File: src/rtl/pipe_pkg.sv
// Shared definitions for the parametrised pipeline-stage registers.
package pipe_pkg;

   // Occupancy counter width (0..2 entries).
   localparam int unsigned OCC_W = 2;

   // Field widths of the EX/MEM payload and the resulting default stage width.
   localparam int unsigned WE_W       = 1;
   localparam int unsigned W_ADDR_W   = 32;
   localparam int unsigned W_DATA_W   = 32;
   localparam int unsigned OPCODE_W   = 5;
   localparam int unsigned MEM_ADDR_W = 32;
   localparam int unsigned PIPE_DATA_W = WE_W + W_ADDR_W + W_DATA_W + OPCODE_W + MEM_ADDR_W;

   // Stage occupancy state; encoding equals the number of entries held.
   typedef enum logic [OCC_W-1:0] {
      EMPTY = 2'd0,
      ONE   = 2'd1,
      TWO   = 2'd2
   } pipe_state_e;

   // EX/MEM payload layout carried opaquely through the default-width stage.
   typedef struct packed {
      logic                  we;
      logic [W_ADDR_W-1:0]   w_addr;
      logic [W_DATA_W-1:0]   w_data;
      logic [OPCODE_W-1:0]   opcode;
      logic [MEM_ADDR_W-1:0] mem_addr;
   } ex_mem_t;

   // Occupancy count held in a given state.
   function automatic logic [OCC_W-1:0] state_occ(input pipe_state_e st);
      return OCC_W'(st);
   endfunction

endpackage

File: src/rtl/r_pipe_slot.sv
// Single payload register with load and synchronous clear.
module r_pipe_slot
   import pipe_pkg::*;
#(
   parameter int unsigned DATA_W = PIPE_DATA_W
) (
   input  logic              clk_in,
   input  logic              rst_in,
   input  logic              load_in,
   input  logic              clr_in,
   input  logic [DATA_W-1:0] d_in,
   output logic [DATA_W-1:0] q_out
);

   // Payload register: reset and clear zero it, load captures d_in.
   always_ff @(posedge clk_in) begin
      if (!rst_in) begin
         q_out <= '0;
      end else if (clr_in) begin
         q_out <= '0;
      end else if (load_in) begin
         q_out <= d_in;
      end
   end

endmodule

File: src/rtl/r_pipe_skid.sv
// Pipeline-stage register with valid/ready handshake and optional skid entry.
module r_pipe_skid
   import pipe_pkg::*;
#(
   parameter int unsigned DATA_W          = PIPE_DATA_W,
   parameter bit          SKID            = 1'b1,
   parameter bit          CLEAR_ON_BUBBLE = 1'b1
) (
   input  logic              clk_in,
   input  logic              rst_in,
   input  logic              rdy_in,
   input  logic              flush_in,
   input  logic              up_valid_in,
   output logic              up_ready_out,
   input  logic [DATA_W-1:0] up_data_in,
   output logic              down_valid_out,
   input  logic              down_ready_in,
   output logic [DATA_W-1:0] down_data_out,
   output logic              busy_out,
   output logic [OCC_W-1:0]  occ_out
);

   pipe_state_e       state_q;
   pipe_state_e       state_d;
   logic              push;
   logic              pop;
   logic              main_load;
   logic              main_clr;
   logic              main_sel_skid;
   logic              skid_load;
   logic              skid_clr;
   logic [DATA_W-1:0] main_d;
   logic [DATA_W-1:0] main_q;
   logic [DATA_W-1:0] skid_q;

   assign push = up_valid_in & up_ready_out;
   assign pop  = down_valid_out & down_ready_in;

   // State register.
   always_ff @(posedge clk_in) begin
      if (!rst_in) begin
         state_q <= EMPTY;
      end else begin
         state_q <= state_d;
      end
   end

   // Next-state: hold when disabled, flush empties, otherwise follow push/pop.
   always_comb begin
      state_d = state_q;
      if (rdy_in) begin
         if (flush_in) begin
            state_d = EMPTY;
         end else begin
            unique case (state_q)
               EMPTY: if (push) state_d = ONE;
               ONE: begin
                  if (push && !pop)      state_d = SKID ? TWO : ONE;
                  else if (!push && pop) state_d = EMPTY;
               end
               TWO:     if (pop) state_d = ONE;
               default: state_d = EMPTY;
            endcase
         end
      end
   end

   // Slot control: which slot loads or clears on this edge.
   always_comb begin
      main_load     = 1'b0;
      main_clr      = 1'b0;
      main_sel_skid = 1'b0;
      skid_load     = 1'b0;
      skid_clr      = 1'b0;
      if (rdy_in) begin
         if (flush_in) begin
            main_clr = CLEAR_ON_BUBBLE;
            skid_clr = CLEAR_ON_BUBBLE;
         end else begin
            unique case (state_q)
               EMPTY: main_load = push;
               ONE: begin
                  if (push && pop)       main_load = 1'b1;
                  else if (push && !pop) skid_load = SKID;
                  else if (pop)          main_clr  = CLEAR_ON_BUBBLE;
               end
               TWO: begin
                  if (pop) begin
                     main_load     = 1'b1;
                     main_sel_skid = 1'b1;
                     skid_clr      = CLEAR_ON_BUBBLE;
                  end
               end
               default: ;
            endcase
         end
      end
   end

   assign main_d = main_sel_skid ? skid_q : up_data_in;

   r_pipe_slot #(.DATA_W(DATA_W)) u_main (
      .clk_in  (clk_in),
      .rst_in  (rst_in),
      .load_in (main_load),
      .clr_in  (main_clr),
      .d_in    (main_d),
      .q_out   (main_q)
   );

   generate
      if (SKID) begin : g_skid
         logic up_ready_q;

         r_pipe_slot #(.DATA_W(DATA_W)) u_skid (
            .clk_in  (clk_in),
            .rst_in  (rst_in),
            .load_in (skid_load),
            .clr_in  (skid_clr),
            .d_in    (up_data_in),
            .q_out   (skid_q)
         );

         // Registered upstream ready: low only while both entries are held.
         always_ff @(posedge clk_in) begin
            if (!rst_in) begin
               up_ready_q <= 1'b1;
            end else begin
               up_ready_q <= (state_d != TWO);
            end
         end

         assign up_ready_out = up_ready_q;
         assign busy_out     = (state_q == TWO);
      end else begin : g_noskid
         logic skid_unused;

         assign skid_q       = '0;
         assign skid_unused  = skid_load | skid_clr;
         assign up_ready_out = !down_valid_out | down_ready_in;
         assign busy_out     = down_valid_out & !down_ready_in;
      end
   endgenerate

   assign down_valid_out = (state_q != EMPTY);
   assign down_data_out  = main_q;
   assign occ_out        = state_occ(state_q);

endmodule

File: config.mk
export PLATFORM = sky130hd
export DESIGN_NAME = r_pipe_skid
export DESIGN_NICKNAME = d
export VERILOG_FILES = /design/src/rtl/pipe_pkg.sv /design/src/rtl/r_pipe_slot.sv /design/src/rtl/r_pipe_skid.sv
export SDC_FILE = /design/constraint.sdc
export NUM_CORES = 1
export LEC_CHECK = 0
export BUFFER_PORTS_ARGS = -buffer_cell sky130_fd_sc_hd__buf_2
export CELL_PAD_IN_SITES_DETAIL_PLACEMENT = 0
export CELL_PAD_IN_SITES_GLOBAL_PLACEMENT = 1
export CORE_MARGIN = 3
export CORE_UTILIZATION = 30
export DETAILED_ROUTE_END_ITERATION = 8
export GPL_TIMING_DRIVEN = 0
export HOLD_SLACK_MARGIN = 0.15
export PLACE_DENSITY_LB_ADDON = 0.1
export SYNTH_ARGS = -nofsm -noshare
export SYNTH_HDL_FRONTEND = slang
export SYNTH_HIERARCHICAL = 1
export SYNTH_SLANG_ARGS = --single-unit
File: constraint.sdc
create_clock -name clk_in -period 3.3 [get_ports clk_in]
set_clock_uncertainty 0.1 [all_clocks]
set_input_delay 0.165 -clock clk_in [delete_from_list [all_inputs] [get_ports clk_in]]
set_output_delay 0.165 -clock clk_in [all_outputs]
set_load 0.005 [all_outputs]
Word level (Yosys, flattened, before mapping)
Cells that the tools add are included.
{"block": "totals", "reg_bits": 207, "input_bits": 108}
{"block": "op_classes", "n_eq_ne": 3, "n_mux": 28, "bitwise": 3, "n_reduce_logical": 9}
{"cell": "$mux 102", "count": 1}
{"cell": "$mux 1", "count": 19}
{"cell": "$mux 2", "count": 6}
{"cell": "$pmux 2 s3", "count": 1}
{"cell": "$reduce_or 2->1", "count": 2}
{"cell": "$logic_and 1x1->1", "count": 3}
{"cell": "$pmux 1 s3", "count": 1}
{"cell": "$and 1x1->1", "count": 2}
{"cell": "$eq 2x1->1 const B", "count": 1}
{"cell": "$eq 2x2->1 const B", "count": 1}
{"cell": "$logic_not 1->1", "count": 2}
{"cell": "$logic_not 2->1", "count": 1}
{"cell": "$ne 2x2->1 const B", "count": 1}
{"cell": "$reduce_bool 2->1", "count": 1}
{"cell": "$not 1->1", "count": 1}

Longest topological paths before layout
Gate-level depths: netlist of the first run.
{"block": "logic_depth", "word_depth": 10, "ltp_mapped": 9, "depth_no_buf": 6}

Cells and area by module
Netlist of the first run, hierarchy kept.
{"mod": "r_pipe_slot", "n_inst": 2, "cells_per_inst": 330, "area_each_um2": 3706.1, "seq_area_each_um2": 2042.0}
{"mod": "r_pipe_skid", "n_inst": 1, "cells_per_inst": 148, "area_each_um2": 1916.8, "seq_area_each_um2": 60.1}

Least setup slack after synthesis of the first run
OpenSTA, ideal clock, no wires.
{"block": "synth_path", "path_kind": "register to register", "from": "register state_q[1], in the netlist occ_out[1]", "to": "register u_main.q_out[100]", "arrival_time_ps": 1562, "slack_ps": 1511, "path_stages_with_launch": 9, "n_path_buf": 2, "period_less_slack_ps": 1789, "path_cell_list": "dfxtp_1 > nor2b_4 > nand2_4 > nor2_8 > buf_12 > buf_12 > mux2_4 > mux2i_1 > nor2_1"}
{"block": "synth_between", "word_cells_on_any_way": 23}
{"element": "start, declared", "line_no": "r_pipe_skid.sv:23", "rtl": "pipe_state_e state_q;"}
{"element": "start signal, assigned", "line_no": "r_pipe_skid.sv:44", "rtl": "state_q <= state_d;"}
{"element": "$eq 2x2->1"}
{"element": "via busy_out", "line_no": "r_pipe_skid.sv:19", "rtl": "output logic busy_out,"}
{"element": "$mux 1", "line_no": "r_pipe_skid.sv:80", "rtl": "unique case (state_q)"}
{"element": "$mux 1", "line_no": "r_pipe_skid.sv:76", "rtl": "if (flush_in) begin"}
{"element": "$mux 1", "line_no": "r_pipe_skid.sv:75", "rtl": "if (rdy_in) begin"}
{"element": "$mux 102", "line_no": "r_pipe_skid.sv:100", "rtl": "assign main_d = main_sel_skid ? skid_q : up_data_in;"}
{"element": "via main_d[100]", "line_no": "r_pipe_skid.sv:32", "rtl": "logic [DATA_W-1:0] main_d;"}
{"element": "end signal, assigned", "line_no": "r_pipe_slot.sv:22", "rtl": "q_out <= d_in;"}
{"element": "end, declared", "line_no": "r_pipe_slot.sv:12", "rtl": "output logic [DATA_W-1:0] q_out"}
The timed path passes the listed nets, and every way through them passes these cells.
A chain may end at the register's enable or synchronous reset.

Final worst setup path of the first run
{"block": "layout_path", "from": "register state_q[0], in the netlist occ_out[0]", "to": "register g_skid.up_ready_q, in the netlist up_ready_out"}
{"block": "layout_between", "elab_chain_len": 9, "word_cells_on_any_way": 16}
{"element": "$reduce_bool 2->1", "line_no": "r_pipe_skid.sv:145", "rtl": "assign down_valid_out = (state_q != EMPTY);"}
{"element": "$and 1x1->1", "line_no": "r_pipe_skid.sv:37", "rtl": "assign pop = down_valid_out & down_ready_in;"}
{"element": "$logic_and 1x1->1 or $logic_not 1->1 (tied branches)", "line_no": "r_pipe_skid.sv:59, r_pipe_skid.sv:58"}
{"element": "$mux 2 or $logic_and 1x1->1 (tied branches)", "line_no": "r_pipe_skid.sv:59, r_pipe_skid.sv:58"}
{"element": "$mux 2", "line_no": "r_pipe_skid.sv:58", "rtl": "if (push && !pop) state_d = SKID ? TWO : ONE;"}
{"element": "$pmux 2 s3", "line_no": "r_pipe_skid.sv:55", "rtl": "unique case (state_q)"}
{"element": "$mux 2", "line_no": "r_pipe_skid.sv:52", "rtl": "if (flush_in) begin"}
{"element": "$mux 2 (*)", "line_no": "r_pipe_skid.sv:51", "rtl": "if (rdy_in) begin"}
{"element": "$ne 2x2->1 (*)", "line_no": "r_pipe_skid.sv:129", "rtl": "up_ready_q <= (state_d != TWO);"}
{"element": "end signal, assigned", "line_no": "r_pipe_skid.sv:129"}
{"element": "end, declared", "line_no": "r_pipe_skid.sv:113", "rtl": "logic up_ready_q;"}
Mark *: on every way between the ends. The rest lies on a longest branch, timed or not.

==> flow_summary.json, run 1 <==
{
  "areaGrowthSynthToFinish_pct": 36.4,
  "hold_class": "input port to flop",
  "num_io_pins": 215,
  "drt-total-wl_mm": 23.9,
  "avgSynthCellArea_sq_um": 11.5,
  "cts-root-buf": "clkbuf_16",
  "antenna_found_initial": 0,
  "rr_endpoint": "up_ready_out",
  "synthDistinctLibCells": 29,
  "slew_headroom": 0.445,
  "power_density_mw_per_mm2": 449,
  "r2r_slack_ps": 850,
  "critPathBufInv": 2,
  "cap_violations": 0,
  "core-area_sq_mm": 0.0301,
  "drc": 0,
  "utilization": 0.423,
  "drtPass1Iterations": 4,
  "ys_warn_count": 6,
  "ys_ff_latch": 207,
  "timing.fmax_mhz": 409,
  "clkTransAtPathRegs_ps": 60,
  "cpMaxStageDelayCell": "dlygate4sd3_1",
  "cp-end-kind": "flop",
  "status": "completed",
  "finalHoldViolCount": 0,
  "drv_slew": 0,
  "avgViaCountPerCell": 4.30,
  "fin_setup_tns_ps": 0,
  "hold_end": "g_skid.u_skid/q_out[12]",
  "period_share": 0.742,
  "final_nets": 1266,
  "cp_max_fo": 8,
  "crit_path_max_incr_delay_ps": 560,
  "worstSetupPathType": "flop to flop",
  "place.detailed.hpwl_mm": 16.4,
  "clockBufferDepth": 3,
  "worstPathRequired_ps": 3600,
  "netlist_area_sq_mm": 0.00933,
  "gp_congestion": 0.725,
  "cts_sinks": 207,
  "postSynthNetCount": 916,
  "num_rows": 63,
  "cts_tree": "yes",
  "rsz0062_at_grt": "false",
  "final_common_cell": "buf_2",
  "p_total_uw": 5720,
  "hp-start": "up_data_in[12]",
  "path_cells": "or3_1 > a21oi_1 > dlygate4sd3_1 > o21a_1 > dlygate4sd3_1 > nand3_1",
  "setup_violations": 0,
  "p_leak_uw": 0.00524,
  "num_vias": 6710,
  "grt_use_total": 0.141,
  "cts_resized": 0,
  "drt_iter0_drc": 206,
  "clk_latency_ps": 510,
  "grt_pass1_wl_mm": 37.8,
  "grt_start_max_net_pins": 12,
  "grt_remaining_overflow": 0,
  "period_needed_ps": 2450,
  "die_w_um": 182,
  "reg2regPathDepth": 6,
  "drive_above_1_share": 0.344,
  "tightest_slew_ps": 832,
  "nFillCells": 2981,
  "holdPathStages": 4,
  "postSynthCellCount": 808,
  "die_h_um": 182,
  "die_area_sq_mm": 0.0332,
  "mostFrequentLayoutCells": "buf_2 (230), dfxtp_1 (207), nor2_1 (206), mux2i_1 (204), dlygate4sd3_1 (109)",
  "ys_seq_area_frac": 0.444,
  "start_util": 0.310,
  "diodes": 0,
  "cp.depth": 6,
  "io_buffers": 214,
  "htree_levels": 1,
  "cts_inserted_buffers": 25,
  "crit_family": "buffers and inverters",
  "rr_startpoint": "occ_out[0]",
  "whs_ps": 330,
  "critPathMostFrequentCell": "dlygate4sd3_1",
  "ant_nets": 0,
  "post_drt_wl_per_cell_um": 15.3,
  "crit_path_start_kind": "flop",
  "cp.arrival_ps": 2750,
  "vdd_drop_max_mv": 0.288,
  "grt_pass1_vias": 6795
}
[layer usage]
| metal | routed length (um) | GRT usage | up-vias |
|---|---|---|---|
| met1 | 11100 | 0.189 | 3087 |
| li1 | - | - | 3438 |
| met4 | 546 | 0.0353 | 0 |
| met2 | 11000 | 0.232 | 154 |
| met3 | 1290 | 0.0323 | 31 |
| met5 | 0 | 0 | - |
[area by class of cell]
class                   count  area, sq um  area share
multi-input cells         540         4470       0.351
repair buffers            323         2160       0.170
flip-flops and latches    207         4140       0.326
clock inverters             2         35.0     0.00275
clock buffers              38          714      0.0561
well taps                 390          488      0.0383
inverters                   4         15.0     0.00118
plain buffers              57          703      0.0552
[worst max path at each step]
stage,from,endpoint,slack (ps)
finish,occ_out[0],up_ready_out,850
global route,occ_out[1],g_skid.u_skid/q_out[90],680
floorplan,occ_out[1],u_main/q_out[100],1510
detailed placement,occ_out[1],g_skid.u_skid/q_out[53],880
global placement,occ_out[1],g_skid.u_skid/q_out[91],880
CTS,occ_out[1],g_skid.u_skid/q_out[90],830
[Yosys cell counts (all sizes together)]
cell,n,area [sq um]
o21a,1,7.51
nor4,1,12.5
nand2b,4,25.0
dfxtp,207,4140
nor3,2,10.0
nor2,207,793
nor3b,1,7.51
nand3,1,5.00
buf,51,681
mux2,102,1450
nand2,4,22.5
a21oi,3,15.0
or3,1,6.26
mux2i,204,2040
a41oi,1,8.76
nor2b,1,13.8
clkbuf,6,22.5
a21boi,2,15.0
or2,1,6.26
o21ai,1,5.00
and3,1,6.26
and3b,1,8.76
o31ai,1,7.51
inv,4,15.0
[stage by stage]
step / instances / setup slack [ps] / instance area [sq um]
after floorplan: 808 / 1510 / 9330
after global placement: 1412 / 875 / 10900
after detailed placement: 1412 / 884 / 10900
after CTS: 1561 / 827 / 12700
after global routing: 1561 / 678 / 12700
final: 1561 / 853 / 12700
[worst reg2reg max path, delay by kind of cell, from the launching register on]
family          cells  cell delay [ps]
flops               1              390
compound gates      2              260
buf+inv             2             1120
simple gates        2              460
[sequential cells by signal, indices dropped and copies added (netlist names)]
| signal | flops |
|---|---|
| g_skid.u_skid/q_out | 102 |
| u_main/q_out | 102 |
| occ_out | 2 |
| up_ready_out | 1 |
[cells by family after synthesis]
family,after synthesis,share of synthesized area
AND/OR/NAND/NOR,225,0.0983
flip-flops,207,0.444
buffers and inverters,61,0.0770
AO/OA/AOI/OAI,9,0.00630
multiplexers,306,0.374
[timing repair]
item	CTS	global route
buffers inserted	0	0
hold buffers	109	0
endpoints found under the hold margin	207	0
[where the power goes]
group / switching (uW) / total (uW) / internal (uW)
logic: 244 / 575 / 331
registers: 21.4 / 2560 / 2540
clock network: 1040 / 2580 / 1550
total: 1300 / 5720 / 4420
No activity file was read; power rests on OpenSTA's default activity.
==> run 2: changes to the inputs <==
==> constraint.sdc (replaced) <==
create_clock -name clk_in -period 2.4 [get_ports clk_in]
set_clock_uncertainty 0.1 [all_clocks]
set_input_delay 0.12 -clock clk_in [delete_from_list [all_inputs] [get_ports clk_in]]
set_output_delay 0.12 -clock clk_in [all_outputs]
set_load 0.005 [all_outputs]
==> flow_summary.json, run 2 (synthesis gave the netlist of run 1 again) <==
{
  "status": "completed",
  "cts-root-buf": "clkbuf_16",
  "grt_start_max_net_pins": 12,
  "post_dp_cell_area_sq_mm": 0.0109,
  "vdd_drop_max_mv": 0.400,
  "worstSetupPathType": "flop to flop",
  "die_w_um": 182,
  "setup_slack_ps": 194,
  "power_density_mw_per_mm2": 615,
  "grt_remaining_overflow": 0,
  "drive_above_1_share": 0.345,
  "die_h_um": 182,
  "reg2regPathDepth": 6,
  "num_io_pins": 215,
  "tightest_slew_ps": 529,
  "timing.fmax_mhz": 453,
  "worstPathRequired_ps": 2700,
  "cp_max_fo": 12,
  "crit_path_start_kind": "flop",
  "post_drt_wl_per_cell_um": 15.3,
  "avgViaCountPerCell": 4.29,
  "hold_class": "input port to flop",
  "grtUsageMet2": 0.234,
  "drv_slew": 0,
  "final_common_cell": "buf_2",
  "endpoint": "g_skid.u_skid/q_out[4]",
  "num_vias": 6729,
  "cap_violations": 0,
  "nFillCells": 2983,
  "stdcell_area_sq_mm": 0.0128,
  "areaGrowthSynthToFinish_pct": 37.3,
  "grt_pass1_wl_mm": 37.9,
  "io_buffers": 214,
  "grt.busiest_layer": "met2",
  "final_nets": 1272,
  "drt_iter0_drc": 202,
  "clk_latency_ps": 510,
  "clkTransAtPathRegs_ps": 60,
  "htree_levels": 1,
  "grt_pass1_vias": 6824,
  "gr-usage-met3": 0.0317,
  "finalHoldViolCount": 0,
  "cp.arrival_ps": 2510,
  "num_rows": 63,
  "die_area_sq_mm": 0.0332,
  "cts_sinks": 207,
  "grt_use_total": 0.141,
  "crit_start": "occ_out[1]",
  "dpl_worst_slack_ps": -16.2,
  "ant_nets": 0,
  "mostFrequentLayoutCells": "buf_2 (230), nor2_1 (206), dfxtp_1 (206), mux2i_1 (204), dlygate4sd3_1 (116)",
  "fin_setup_tns_ps": 0,
  "start_util": 0.310,
  "slew_headroom": 0.647,
  "r2r_slack_ps": 190,
  "cts_tree": "yes",
  "drc": 0,
  "core-area_sq_mm": 0.0301,
  "setup_violations": 0,
  "drtPass1Iterations": 4,
  "rsz0062_at_grt": "false",
  "rr_endpoint": "g_skid.u_skid/q_out[4]",
  "cts_inserted_buffers": 25,
  "cp-end-kind": "flop",
  "period_share": 0.919,
  "diodes": 0,
  "antenna_found_initial": 0,
  "grt_util_met1": 0.189,
  "rr_startpoint": "occ_out[1]",
  "gp_congestion": 0.725,
  "period_needed_ps": 2210,
  "place.detailed.hpwl_mm": 16.4,
  "p_leak_uw": 0.00529,
  "drt-total-wl_mm": 24.0,
  "clockBufferDepth": 3
}
run 2: cell count changes in the layout (fill, tap and decap cells not counted), sizes merged:
cell and delta:
buf -1, dlygate4sd3 +7
run 2: final cells by class:
type	count	area, sq um	share of cell area
Timing Repair Buffer	330	2230	0.174
Buffer	56	699	0.0546
Clock inverter	2	35.0	0.00274
Sequential cell	207	4150	0.324
Inverter	4	15.0	0.00117
Tap cell	390	488	0.0381
Clock buffer	38	714	0.0558
Multi-Input combinational cell	540	4480	0.350
run 2: how the worst min path moves through the flow:
stage / start / endpoint / cells past startpoint
after global routing: up_data_in[18] / g_skid.u_skid/q_out[18] / 4
after floorplan: rst_in / occ_out[1] / 1
after global placement: up_data_in[15] / g_skid.u_skid/q_out[15] / 3
final: up_data_in[12] / g_skid.u_skid/q_out[12] / 4
after detailed placement: up_data_in[46] / g_skid.u_skid/q_out[46] / 3
after CTS: up_data_in[12] / g_skid.u_skid/q_out[12] / 4
run 2: metal layers:
metal  up-vias  share of wire
li1       3443              -
met1      3106           0.46
met2       150           0.46
met3        30          0.052
met4         0          0.020
met5         -              0
run 2: report_power, final:
part           internal, uW  switching [uW]  total [uW]  leakage, uW
clock network          2130            1430        3550     0.000366
logic                   458             338         796      0.00325
registers              3490            29.3        3520      0.00167
run 2: critical path, cell delays in order (launching register included):
cell,delay (ps)
dfxtp_1,380
nand2b_1,230
nor4_4,250
buf_4,300
mux2i_1,210
nor2_1,60
dlygate4sd3_1,560
run 2: stage by stage:
| step | total power, uW | hold WS (ps) | util | cells |
|---|---|---|---|---|
| floorplan | 3990 | 160 | - | 808 |
| global placement | 4260 | 270 | 0.362 | 1412 |
| detailed placement | 4260 | 280 | 0.362 | 1412 |
| CTS | 8040 | 265 | 0.425 | 1568 |
| global route | 8250 | 293 | 0.425 | 1567 |
| finish | 7870 | 283 | 0.425 | 1567 |
run 2: what timing repair did:
action | CTS | global route
hold buffers | 116 | 0
hold endpoints to repair | 207 | 0
buffers inserted | 0 | 0
setup endpoints to repair | 80 | 86
resized for setup | 1 | 7
pin swaps | 0 | 1
